File: src/rtl/rx_pll_phase_ctrl.sv
// rx_pll_phase_ctrl: sequences DRP phase/inversion updates of the RX user-clock PLL per command.
module rx_pll_phase_ctrl #(
  parameter int CLK0_HIGH    = 2,
  parameter int CLK0_LOW     = 2,
  parameter int CLK1_HIGH    = 4,
  parameter int CLK1_LOW     = 4,
  parameter int RST_CYCLES   = 16,
  parameter int DRP_TIMEOUT  = 64,
  parameter int LOCK_TIMEOUT = 65535
) (
  input  logic        drpclk,
  input  logic        reset_in,
  input  logic        cmd_valid,
  output logic        cmd_ready,
  input  logic [8:0]  cmd_phase0,
  input  logic [8:0]  cmd_phase1,
  input  logic [1:0]  cmd_inv,
  output logic        pll_reset_out,
  output logic        drpen,
  output logic        drpwe,
  output logic [6:0]  drpaddr,
  output logic [15:0] drpdi,
  input  logic        drprdy,
  input  logic        rx_active_in,
  output logic        inv_rxusrclk,
  output logic        inv_rxusrclk2,
  output logic        busy,
  output logic        done,
  output logic        err_drp,
  output logic        err_lock
);
  typedef enum logic [2:0] {IDLE, RST_HOLD, WR, WAIT_RDY, RELEASE, WAIT_LOCK, APPLY_INV, FINISH} state_t;
  localparam logic [5:0] H0 = 6'(CLK0_HIGH);
  localparam logic [5:0] L0 = 6'(CLK0_LOW);
  localparam logic [5:0] H1 = 6'(CLK1_HIGH);
  localparam logic [5:0] L1 = 6'(CLK1_LOW);
  state_t state_q, state_d;
  logic [16:0] tmr_q, tmr_d;
  logic [1:0]  idx_q, idx_d;
  logic [8:0]  ph0_q, ph0_d, ph1_q, ph1_d;
  logic [1:0]  inv_tgt_q, inv_tgt_d, inv_q, inv_d;
  logic [6:0]  addr_q, addr_d;
  logic [15:0] di_q, di_d;
  logic        err_drp_q, err_drp_d, err_lock_q, err_lock_d;
  (* ASYNC_REG = "TRUE" *) logic act_m_q;
  (* ASYNC_REG = "TRUE" *) logic act_s_q;

  function automatic logic [15:0] img(logic [1:0] i, logic [8:0] p0, logic [8:0] p1);
    logic [8:0] p;
    p = i[1] ? p1 : p0;
    return i[0] ? {10'b0, p[5:0]} : {p[8:6], 1'b0, i[1] ? H1 : H0, i[1] ? L1 : L0};
  endfunction

  always_comb begin
    state_d    = state_q;
    tmr_d      = tmr_q;
    idx_d      = idx_q;
    ph0_d      = ph0_q;
    ph1_d      = ph1_q;
    inv_tgt_d  = inv_tgt_q;
    inv_d      = inv_q;
    addr_d     = addr_q;
    di_d       = di_q;
    err_drp_d  = err_drp_q;
    err_lock_d = err_lock_q;
    case (state_q)
      IDLE: if (cmd_valid) begin
        ph0_d      = cmd_phase0;
        ph1_d      = cmd_phase1;
        inv_tgt_d  = cmd_inv;
        err_drp_d  = 1'b0;
        err_lock_d = 1'b0;
        tmr_d      = '0;
        idx_d      = '0;
        state_d    = RST_HOLD;
      end
      RST_HOLD: if (tmr_q == 17'(RST_CYCLES - 1)) begin
        tmr_d   = '0;
        state_d = WR;
      end else tmr_d = tmr_q + 17'd1;
      WR: begin
        tmr_d   = '0;
        state_d = WAIT_RDY;
      end
      WAIT_RDY: if (drprdy) begin
        idx_d   = idx_q + 2'd1;
        state_d = (idx_q == 2'd3) ? RELEASE : WR;
      end else if (tmr_q == 17'(DRP_TIMEOUT - 1)) begin
        err_drp_d = 1'b1;
        state_d   = FINISH;
      end else tmr_d = tmr_q + 17'd1;
      RELEASE: begin
        tmr_d   = '0;
        state_d = WAIT_LOCK;
      end
      // the first four cycles ignore active_s, which may still hold the pre-reset value
      WAIT_LOCK: if (tmr_q < 17'd4) tmr_d = tmr_q + 17'd1;
      else if (act_s_q) begin
        inv_d   = inv_tgt_q;
        state_d = APPLY_INV;
      end else if (tmr_q == 17'(LOCK_TIMEOUT + 3)) begin
        err_lock_d = 1'b1;
        state_d    = FINISH;
      end else tmr_d = tmr_q + 17'd1;
      APPLY_INV: state_d = FINISH;
      FINISH:    state_d = IDLE;
      default:   state_d = IDLE;
    endcase
    if (state_d == WR) begin
      addr_d = {5'b00010, idx_d};
      di_d   = img(idx_d, ph0_d, ph1_d);
    end
  end

  always_ff @(posedge drpclk) begin
    if (reset_in) begin
      state_q    <= IDLE;
      tmr_q      <= '0;
      idx_q      <= '0;
      ph0_q      <= '0;
      ph1_q      <= '0;
      inv_tgt_q  <= '0;
      inv_q      <= '0;
      addr_q     <= '0;
      di_q       <= '0;
      err_drp_q  <= 1'b0;
      err_lock_q <= 1'b0;
      act_m_q    <= 1'b0;
      act_s_q    <= 1'b0;
    end else begin
      state_q    <= state_d;
      tmr_q      <= tmr_d;
      idx_q      <= idx_d;
      ph0_q      <= ph0_d;
      ph1_q      <= ph1_d;
      inv_tgt_q  <= inv_tgt_d;
      inv_q      <= inv_d;
      addr_q     <= addr_d;
      di_q       <= di_d;
      err_drp_q  <= err_drp_d;
      err_lock_q <= err_lock_d;
      act_m_q    <= rx_active_in;
      act_s_q    <= act_m_q;
    end
  end

  assign cmd_ready     = state_q == IDLE;
  assign busy          = state_q != IDLE;
  assign done          = state_q == FINISH;
  assign drpen         = state_q == WR;
  assign drpwe         = drpen;
  assign pll_reset_out = state_q inside {RST_HOLD, WR, WAIT_RDY};
  assign drpaddr       = addr_q;
  assign drpdi         = di_q;
  assign inv_rxusrclk  = inv_q[0];
  assign inv_rxusrclk2 = inv_q[1];
  assign err_drp       = err_drp_q;
  assign err_lock      = err_lock_q;
endmodule
File: config.mk
export PLATFORM = sky130hd
export DESIGN_NAME = rx_pll_phase_ctrl
export DESIGN_NICKNAME = d
export VERILOG_FILES = /design/src/rtl/rx_pll_phase_ctrl.sv
export SDC_FILE = /design/constraint.sdc
export NUM_CORES = 1
export LEC_CHECK = 0
export ABC_AREA = 1
export CORE_ASPECT_RATIO = 0.6
export CORE_MARGIN = 3
export CORE_UTILIZATION = 35
export DETAILED_ROUTE_END_ITERATION = 12
export PLACE_DENSITY_LB_ADDON = 0.1
export RECOVER_POWER = 100
export SLEW_MARGIN = 0
export SYNTH_ARGS = -nofsm -noshare
export SYNTH_HDL_FRONTEND = slang
export SYNTH_SLANG_ARGS = --single-unit
export TNS_END_PERCENT = 20
File: constraint.sdc
create_clock -name drpclk -period 2.4 [get_ports drpclk]
set_clock_uncertainty 0.2 [all_clocks]
set_input_delay 0.72 -clock drpclk [delete_from_list [all_inputs] [get_ports drpclk]]
set_output_delay 0.72 -clock drpclk [all_outputs]
set_load 0.01 [all_outputs]
Yosys cells after proc, flatten, opt, wreduce, memory -nomap -nowiden
Index checks and enable logic that the tools add are counted.

Flip-flop bits (word level): 67. Output and inout bits: 33.

Add/sub/neg operators: 2. $lt $le $gt $ge: 1. Equality and inequality tests: 21. Muxes and demuxes: 35. Bitwise logic cells: 1. Reduce and logical (&&, ||, !) cells: 12.

Operators with widths (number): $mux W17 (7); $pmux W17 S5 (1); $mux W9 (5); $mux W3 (9); $pmux W3 S8 (1); $add A17 B1 Y17 const B (1); $eq A17 B17 Y1 const B (1); $eq A17 B4 Y1 const B (1); $eq A17 B6 Y1 const B (1); $lt A17 B3 Y1 const B (1); $mux W16 (1); $ne A2 B2 Y1 const B (7); $eq A3 B3 Y1 const B (4); $eq A3 B2 Y1 const B (3); $mux W1 (6); $ne A3 B3 Y1 const B (2); $reduce_and A6 Y1 (1); $reduce_bool A3 Y1 (2); $reduce_and A5 Y1 (1); $reduce_bool A5 Y1 (1); $mux W2 (2); $pmux W1 S2 (2); $pmux W2 S2 (1); $reduce_and A4 Y1 (1); 9 further kinds (10).

Depth between registers and ports, before layout
Gate-level depths: netlist of run 1.

Depth in word-level cells: 6. Depth in mapped cells: 13. Depth with buffers taken out: 13.

Least setup slack after synthesis of run 1
OpenSTA, ideal clock, no wires.

Path kind: input -> register. From: input port drprdy. To: register di_q[2] (netlist: drpdi[2]). Setup time: 116 ps. Data arrival time: 1693 ps. Path slack: 391 ps. Stages: 10. Path buffers: 0. Cells stage by stage: inv_1 > or2_2 > nand3_1 > nand3_1 > nand2_1 > nand2_1 > nand2_1 > inv_1 > o21ai_0 > nor2_1.

Cells in the longest elaborated chain, start to end: 4. Elaborated cells on any way between the ends: 8.

RTL lines: from (decl) (line 23) `input logic drprdy,`; branches (longest 4 deep; another with $pmux W3 S8); to (signal assigned) (line 139) `di_q <= di_d;`; to (decl) (line 43) `logic [15:0] di_q, di_d;`.

Several ways; the timed one is not identified. A chain may end at the register's enable or synchronous reset.

Worst setup path after layout of run 1
From: register state_q[2]. To: output port busy.

Cells in the longest elaborated chain, start to end: 1.

RTL lines: from (decl) (line 37) `state_t state_q, state_d;`; from (signal assigned) (line 131) `state_q <= state_d;`; $reduce_bool A3 Y1 (line 148) `assign busy = state_q != IDLE;`; to (decl) (line 27) `output logic busy,`.

Every way passes these cells.

==> impl_metrics.xml, run 1 <==
<?xml version="1.0" encoding="UTF-8"?>
<metrics>
  <group name="status">
    <metric name="outcome" unit="">finished clean</metric>
  </group>
  <group name="synthesis">
    <metric name="synthArstFlopShare" unit="%">0</metric>
    <metric name="synth.yosys.seq_area_share" unit="%">37.00</metric>
    <metric name="yosys.cell_types.count" unit="">38</metric>
    <metric name="ys_seq_elements" unit="">62</metric>
    <metric name="synth_top_cells_by_area" unit="">dfxtp_1 37%, nand2_1 13%, nor2_1 9.3%</metric>
    <metric name="avgSynthCellArea" unit="µm²">6.846</metric>
    <metric name="synth_enable_flop_cells" unit="">0</metric>
    <metric name="synth_top_area_share" unit="%">37.00</metric>
    <metric name="synth_top_cell_by_area" unit="">dfxtp_1</metric>
    <metric name="synthCells" unit="">490</metric>
    <metric name="ys_dominant_reg_cell" unit="">dfxtp_1</metric>
    <metric name="synth-warning-count" unit="">0</metric>
    <metric name="netlist_area" unit="mm²">0.003354</metric>
  </group>
  <group name="route">
    <metric name="detailedRoute.firstPassIterationCount" unit="">5</metric>
    <metric name="route.vias.total" unit="">3362</metric>
    <metric name="route.detailed.wl_per_inst" unit="µm">13.60</metric>
    <metric name="drcViolationCount" unit="">0</metric>
    <metric name="detail_route.wirelength" unit="µm">9640</metric>
    <metric name="drt-vias-per-instance" unit="">4.742</metric>
    <metric name="postRouteAntennaNets" unit="">0</metric>
    <metric name="dr.first_iter.drc_count" unit="">240</metric>
  </group>
  <group name="layout">
    <metric name="fillCellCount" unit="">909</metric>
    <metric name="finish.net_count" unit="">606</metric>
    <metric name="layout_common_cells" unit="">111 x nand2_1, 83 x nor2_1, 59 x dfxtp_1, 53 x inv_1, 37 x buf_4</metric>
    <metric name="insertedDiodeCount" unit="">0</metric>
    <metric name="multi_input_area" unit="mm²">0.001762</metric>
    <metric name="drive_gt1_share" unit="%">15.95</metric>
    <metric name="finish.cell_count_without_fillers" unit="">709</metric>
    <metric name="seqCellArea" unit="mm²">0.001245</metric>
    <metric name="mostFrequentLayoutCell" unit="">nand2_1</metric>
    <metric name="area.growth.synth_to_final" unit="%">33.79</metric>
  </group>
  <group name="setup_path">
    <metric name="critical_path_peak_fanout" unit="">6</metric>
    <metric name="worst-endpoint-arrival" unit="ps">1460</metric>
    <metric name="start_kind" unit="">register</metric>
    <metric name="worstPathRequired" unit="ps">1480</metric>
    <metric name="criticalPathCategory" unit="">register to primary output</metric>
    <metric name="critical_path.endpoint_type" unit="">primary output</metric>
  </group>
  <group name="worst_hold_path">
    <metric name="hp-class" unit="">register to register</metric>
  </group>
  <group name="global_routing">
    <metric name="grt_antenna_before_repair" unit="">0</metric>
    <metric name="first_global_vias" unit="">2971</metric>
    <metric name="grt_max_degree" unit="">39</metric>
    <metric name="grt_usage" unit="%">18.20</metric>
    <metric name="grt_pass1_wl" unit="µm">15440</metric>
    <metric name="grt-ovfl-total" unit="">0</metric>
  </group>
  <group name="pwr">
    <metric name="seq_power_share" unit="%">39.7</metric>
    <metric name="cellInternalPower" unit="mW">2.072</metric>
    <metric name="netSwitchingFraction" unit="%">23.97</metric>
    <metric name="clock_power_share" unit="%">47.4</metric>
    <metric name="pwr-share-comb" unit="%">12.9</metric>
    <metric name="power.net_switching" unit="µW">653.1</metric>
    <metric name="report.power.total" unit="mW">2.725</metric>
    <metric name="power.density" unit="mW/mm²">607.2</metric>
    <metric name="p_leak" unit="nW">2.002</metric>
    <metric name="power.ir.vdd_worst" unit="mV">0.3214</metric>
  </group>
  <group name="clock_tree">
    <metric name="cts_tree" unit="">done</metric>
    <metric name="cts_inserted_buffers" unit="">9</metric>
    <metric name="clock_path_buffers" unit="">2</metric>
    <metric name="clkSlewWorstSetupHoldPaths" unit="ps">50</metric>
    <metric name="root_buffer" unit="">clkbuf_16</metric>
    <metric name="clock-sinks" unit="">62</metric>
    <metric name="latest_clock_arrival_within_the_worst_skew_pair" unit="ps">320</metric>
    <metric name="h-tree-depth" unit="">3</metric>
  </group>
  <group name="timing">
    <metric name="unrepaired_setup_endpoints_after_global_routing" unit="">yes</metric>
    <metric name="hold_violations" unit="">0</metric>
    <metric name="highest_attainable_clock_frequency" unit="GHz">0.4206</metric>
    <metric name="final.hold.worst_slack" unit="ps">200.3</metric>
    <metric name="timing.max_slew.rel_slack" unit="%">44.14</metric>
    <metric name="timing.final.crit_share" unit="%">99.07</metric>
    <metric name="timing.final.ws_setup" unit="ps">22.40</metric>
    <metric name="slew_violations" unit="">0</metric>
    <metric name="setup_viol_count_final" unit="">0</metric>
    <metric name="final.min_clock_period" unit="ps">2378</metric>
    <metric name="worstMarginPinSlew" unit="ps">837.9</metric>
  </group>
  <group name="placement">
    <metric name="globalplace.congestion" unit="">0.9024</metric>
    <metric name="hpwl_dp" unit="µm">7353</metric>
    <metric name="placedCellCount" unit="">692</metric>
    <metric name="placement.setup.worst_slack" unit="ps">-307.6</metric>
    <metric name="io_buffers" unit="">48</metric>
  </group>
  <group name="floorplan">
    <metric name="chipWidth" unit="µm">132.4</metric>
    <metric name="std_cell_rows" unit="">26</metric>
    <metric name="fp.dieArea" unit="mm²">0.01083</metric>
    <metric name="coreArea" unit="mm²">0.008914</metric>
    <metric name="die-height" unit="µm">81.83</metric>
    <metric name="initial_utilization" unit="%">37.63</metric>
    <metric name="top_level_ports" unit="">58</metric>
  </group>
  <group name="flow_run">
    <metric name="maxCapViolCount" unit="">0</metric>
  </group>
</metrics>
sequential cells by signal, summed over array words and instances (netlist names), 2 cells and up:
| name | flops |
|---|---|
| tmr_q | 17 |
| drpdi | 11 |
| ph0_q | 9 |
| ph1_q | 9 |
| drpaddr | 3 |
| state_q | 3 |
| idx_q | 2 |
| inv_q | 2 |
| inv_tgt_q | 2 |
critical path, cell delays in order (launching register included):
cell and delay, ps:
dfxtp_2 400, inv_4 60, nand2_4 120, clkdlybuf4s50_1 550
cell type report:
cell class              instances  area share (%)
clock buffers                  12           5.715
clock inverters                 4           1.004
inverters                      57           4.934
multi-input cells             357           39.25
flip-flops and latches         62           27.74
well taps                     126           3.513
repair buffers                 91           17.84
logic make-up (layout without fill, tap and decap cells):
family,count (synthesis),count (layout),share of synthesized area [%]
compound gates,69,69,12.20
flops,62,62,37.00
xor+xnor,6,6,1.567
simple gates,270,270,36.74
fa+ha+maj,3,3,1.119
buf+inv,79,164,11.26
other cells,1,9,0.1118
metal layers:
metal / wire length (µm) / GRT usage (%) / vias to the layer above
met5: 0 / 0 / -
met4: 86 / 4.046 / 0
met3: 689 / 5.386 / 9
met2: 3471 / 23.60 / 105
met1: 5392 / 28.52 / 1513
li1: - / - / 1735
final timing paths:
kind	startpoint	to	slack [ps]	cells past startpoint
max	state_q[2]	busy	20	3
min reg2reg	act_m_q	act_s_q	200	2
min	act_m_q	act_s_q	200	2
max reg2reg	tmr_q[1]	drpaddr[3]	140	10
synth_stat cells (3+ instances only):
master,number
nand2_1,112
nor2_1,83
dfxtp_1,62
inv_1,53
a21oi_1,29
nand3_1,27
o21ai_0,14
nor3_1,12
buf_4,11
nand4_1,7
o21a_1,7
nand3_2,6
xor2_1,6
clkbuf_1,5
nor2_4,5
o21ai_1,5
buf_6,4
nand2_2,4
nor2_2,4
o2111ai_1,4
o21ai_2,4
ha_1,3
inv_4,3
or2_2,3
metrics by stage:
step	instance area (µm²)	setup TNS [ps]	utilization [%]
floorplan	3385	0	-
global placement	4182	-6324	46.91
detailed placement	4182	-6935	46.91
CTS	4488	-75.92	50.35
global route	4488	-649.4	50.35
finish	4488	0	50.35
power by group through the flow:
stage	registers, mW	logic (mW)	clock network, mW
floorplan	1.10	0.212	0
global placement	1.10	0.346	0
detailed placement	1.10	0.347	0
CTS	1.08	0.351	1.32
global route	1.08	0.390	1.37
finish	1.08	0.353	1.29
repair_timing:
item	in CTS	in global routing
resized for setup	8	13
setup buffers	0	1
hold buffers	0	0
endpoints found under the setup margin	7	26
pin swaps	0	5
Power figures use the tool's default switching activity.
==> inputs of run 2 (changes only) <==
Settings changed: CAP_MARGIN from default to 20.
==> results of run 2 <==
Same layout as run 1: the final DEF is identical, and so are final timing and power.
==> inputs of run 3 (changes only) <==
Settings changed: SLEW_MARGIN 0 to default.
Clock period 2.4 ns to 2.45 ns, I/O delays scaled along.
==> impl_metrics.xml, run 3 (synthesis gave the netlist of run 1 again) <==
<?xml version="1.0" encoding="UTF-8"?>
<metrics>
  <group name="floorplan">
    <metric name="coreArea" unit="mm²">0.008914</metric>
    <metric name="fp.dieArea" unit="mm²">0.01083</metric>
    <metric name="std_cell_rows" unit="">26</metric>
    <metric name="initial_utilization" unit="%">37.63</metric>
    <metric name="top_level_ports" unit="">58</metric>
    <metric name="chipWidth" unit="µm">132.4</metric>
    <metric name="die-height" unit="µm">81.83</metric>
  </group>
  <group name="route">
    <metric name="postRouteAntennaNets" unit="">0</metric>
    <metric name="drt-vias-per-instance" unit="">4.739</metric>
    <metric name="drcViolationCount" unit="">0</metric>
    <metric name="detail_route.wirelength" unit="µm">9345</metric>
    <metric name="route.vias.total" unit="">3360</metric>
    <metric name="dr.first_iter.drc_count" unit="">349</metric>
    <metric name="detailedRoute.firstPassIterationCount" unit="">5</metric>
    <metric name="route.detailed.wl_per_inst" unit="µm">13.18</metric>
  </group>
  <group name="clock_tree">
    <metric name="h-tree-depth" unit="">3</metric>
    <metric name="cts_tree" unit="">done</metric>
    <metric name="latest_clock_arrival_within_the_worst_skew_pair" unit="ps">330</metric>
    <metric name="cts_inserted_buffers" unit="">9</metric>
    <metric name="hold_buffers" unit="">0</metric>
    <metric name="clock-sinks" unit="">62</metric>
    <metric name="clock_path_buffers" unit="">2</metric>
    <metric name="clkSlewWorstSetupHoldPaths" unit="ps">50</metric>
    <metric name="root_buffer" unit="">clkbuf_16</metric>
  </group>
  <group name="layout">
    <metric name="layout_common_cells" unit="">111 x nand2_1, 82 x nor2_1, 60 x dfxtp_1, 53 x inv_1, 38 x buf_4</metric>
    <metric name="regMostFlops" unit="">tmr_q</metric>
    <metric name="largest_reg_flops" unit="">17</metric>
    <metric name="mostFrequentLayoutCell" unit="">nand2_1</metric>
    <metric name="postLayoutCellArea" unit="mm²">0.004497</metric>
    <metric name="finish.net_count" unit="">606</metric>
    <metric name="fillCellCount" unit="">896</metric>
    <metric name="drive_gt1_share" unit="%">16.12</metric>
    <metric name="area.growth.synth_to_final" unit="%">34.05</metric>
    <metric name="insertedDiodeCount" unit="">0</metric>
  </group>
  <group name="status">
    <metric name="violations" unit="">setup timing</metric>
    <metric name="outcome" unit="">finished with violations</metric>
  </group>
  <group name="worst_hold_path">
    <metric name="hold_path_startpoint" unit="">act_m_q</metric>
    <metric name="hold-path-endpoint" unit="">act_s_q</metric>
    <metric name="hp-class" unit="">register to register</metric>
    <metric name="hold_depth" unit="">2</metric>
  </group>
  <group name="timing">
    <metric name="timing.final.ws_setup" unit="ps">-19.48</metric>
    <metric name="unrepaired_setup_endpoints_after_global_routing" unit="">yes</metric>
    <metric name="timing.max_slew.rel_slack" unit="%">44.66</metric>
    <metric name="final.setup.tns" unit="ps">-19.48</metric>
    <metric name="slew_violations" unit="">0</metric>
    <metric name="hold_violations" unit="">0</metric>
    <metric name="final.hold.worst_slack" unit="ps">196.4</metric>
    <metric name="final.min_clock_period" unit="ps">2469</metric>
    <metric name="setup_viol_count_final" unit="">1</metric>
    <metric name="highest_attainable_clock_frequency" unit="GHz">0.4049</metric>
    <metric name="timing.final.crit_share" unit="%">100.8</metric>
    <metric name="worstMarginPinSlew" unit="ps">830.2</metric>
  </group>
  <group name="placement">
    <metric name="hpwl_dp" unit="µm">7161</metric>
    <metric name="post_dp_cell_area" unit="mm²">0.004174</metric>
    <metric name="globalplace.congestion" unit="">0.8934</metric>
    <metric name="io_buffers" unit="">48</metric>
  </group>
  <group name="pwr">
    <metric name="power.density" unit="mW/mm²">593.1</metric>
    <metric name="p_leak" unit="nW">2.006</metric>
    <metric name="report.power.total" unit="mW">2.667</metric>
    <metric name="power.ir.vdd_worst" unit="mV">0.3478</metric>
  </group>
  <group name="global_routing">
    <metric name="grt_max_degree" unit="">39</metric>
    <metric name="grt_antenna_before_repair" unit="">0</metric>
    <metric name="first_global_vias" unit="">2951</metric>
    <metric name="grt_usage" unit="%">17.72</metric>
    <metric name="grt_pass1_wl" unit="µm">15010</metric>
    <metric name="grt-ovfl-total" unit="">0</metric>
  </group>
  <group name="setup_path">
    <metric name="worst-endpoint-arrival" unit="ps">1530</metric>
    <metric name="setup.reg_to_reg.worst_slack" unit="ps">200</metric>
    <metric name="timing.reg2reg.worst_path_depth" unit="">10</metric>
    <metric name="critical_path.endpoint_type" unit="">primary output</metric>
    <metric name="start_kind" unit="">register</metric>
    <metric name="worstPathRequired" unit="ps">1510</metric>
    <metric name="critical_path_peak_fanout" unit="">6</metric>
    <metric name="worst_r2r_end" unit="">drpaddr[3]</metric>
    <metric name="criticalPathCategory" unit="">register to primary output</metric>
    <metric name="reg2reg_from" unit="">tmr_q[1]</metric>
  </group>
  <group name="flow_run">
    <metric name="maxCapViolCount" unit="">0</metric>
  </group>
</metrics>
## run 3: layout make-up
| class | instances | area, µm² | share of cell area (%) |
|---|---|---|---|
| multi-input combinational | 357 | 1775 | 39.48 |
| sequential | 62 | 1244 | 27.66 |
| timing repair buffer | 91 | 797.0 | 17.72 |
| clock buffer | 12 | 256.5 | 5.704 |
| inverter | 57 | 221.5 | 4.925 |
| tap | 126 | 157.7 | 3.506 |
| clock inverter | 4 | 45.04 | 1.002 |
## run 3: critical path, cell delays in order (launching register included)
cell and delay, ps:
dfxtp_2 450, inv_4 70, nand2_4 140, clkdlybuf4s50_1 560
## run 3: worst max-delay path by stage
stage / from / to / slack, ps / cells past startpoint
finish: state_q[2] / busy / -20 / 3
global route: state_q[1] / drpen / -60 / 5
floorplan: drprdy / drpdi[2] / 430 / 10
CTS: state_q[1] / cmd_ready / -40 / 4
global placement: drprdy / drpdi[1] / -260 / 11
detailed placement: drprdy / drpdi[1] / -280 / 11
## run 3: per-stage QoR
stage | worst slack (ps) | utilization (%) | cells
6_report | -19.48 | 50.45 | 709
5_1_grt | -63.40 | 50.45 | 709
4_1_cts | -40.78 | 50.25 | 707
3_5_place_dp | -275.9 | 46.83 | 691
3_3_place_gp | -258.8 | 46.83 | 691
2_1_floorplan | 425.9 | - | 498
## run 3: repair_timing
| action | CTS | global route |
|---|---|---|
| pin swaps | 0 | 5 |
| setup endpoints to repair | 6 | 19 |
| buffers inserted | 0 | 2 |
| gates cloned | 0 | 0 |
| resized for setup | 6 | 11 |
## run 3: power by group
group	switching [mW]	internal, mW
Sequential	0.0146	1.04
Clock	0.428	0.836
Combinational	0.194	0.151
## run 3: metal layers
metal	vias to the layer above	routed length [µm]	GRT usage (%)
met3	6	754	5.141
met1	1501	5200	27.65
met4	0	82	5.705
met5	-	0	0
li1	1734	-	-
met2	119	3308	22.38
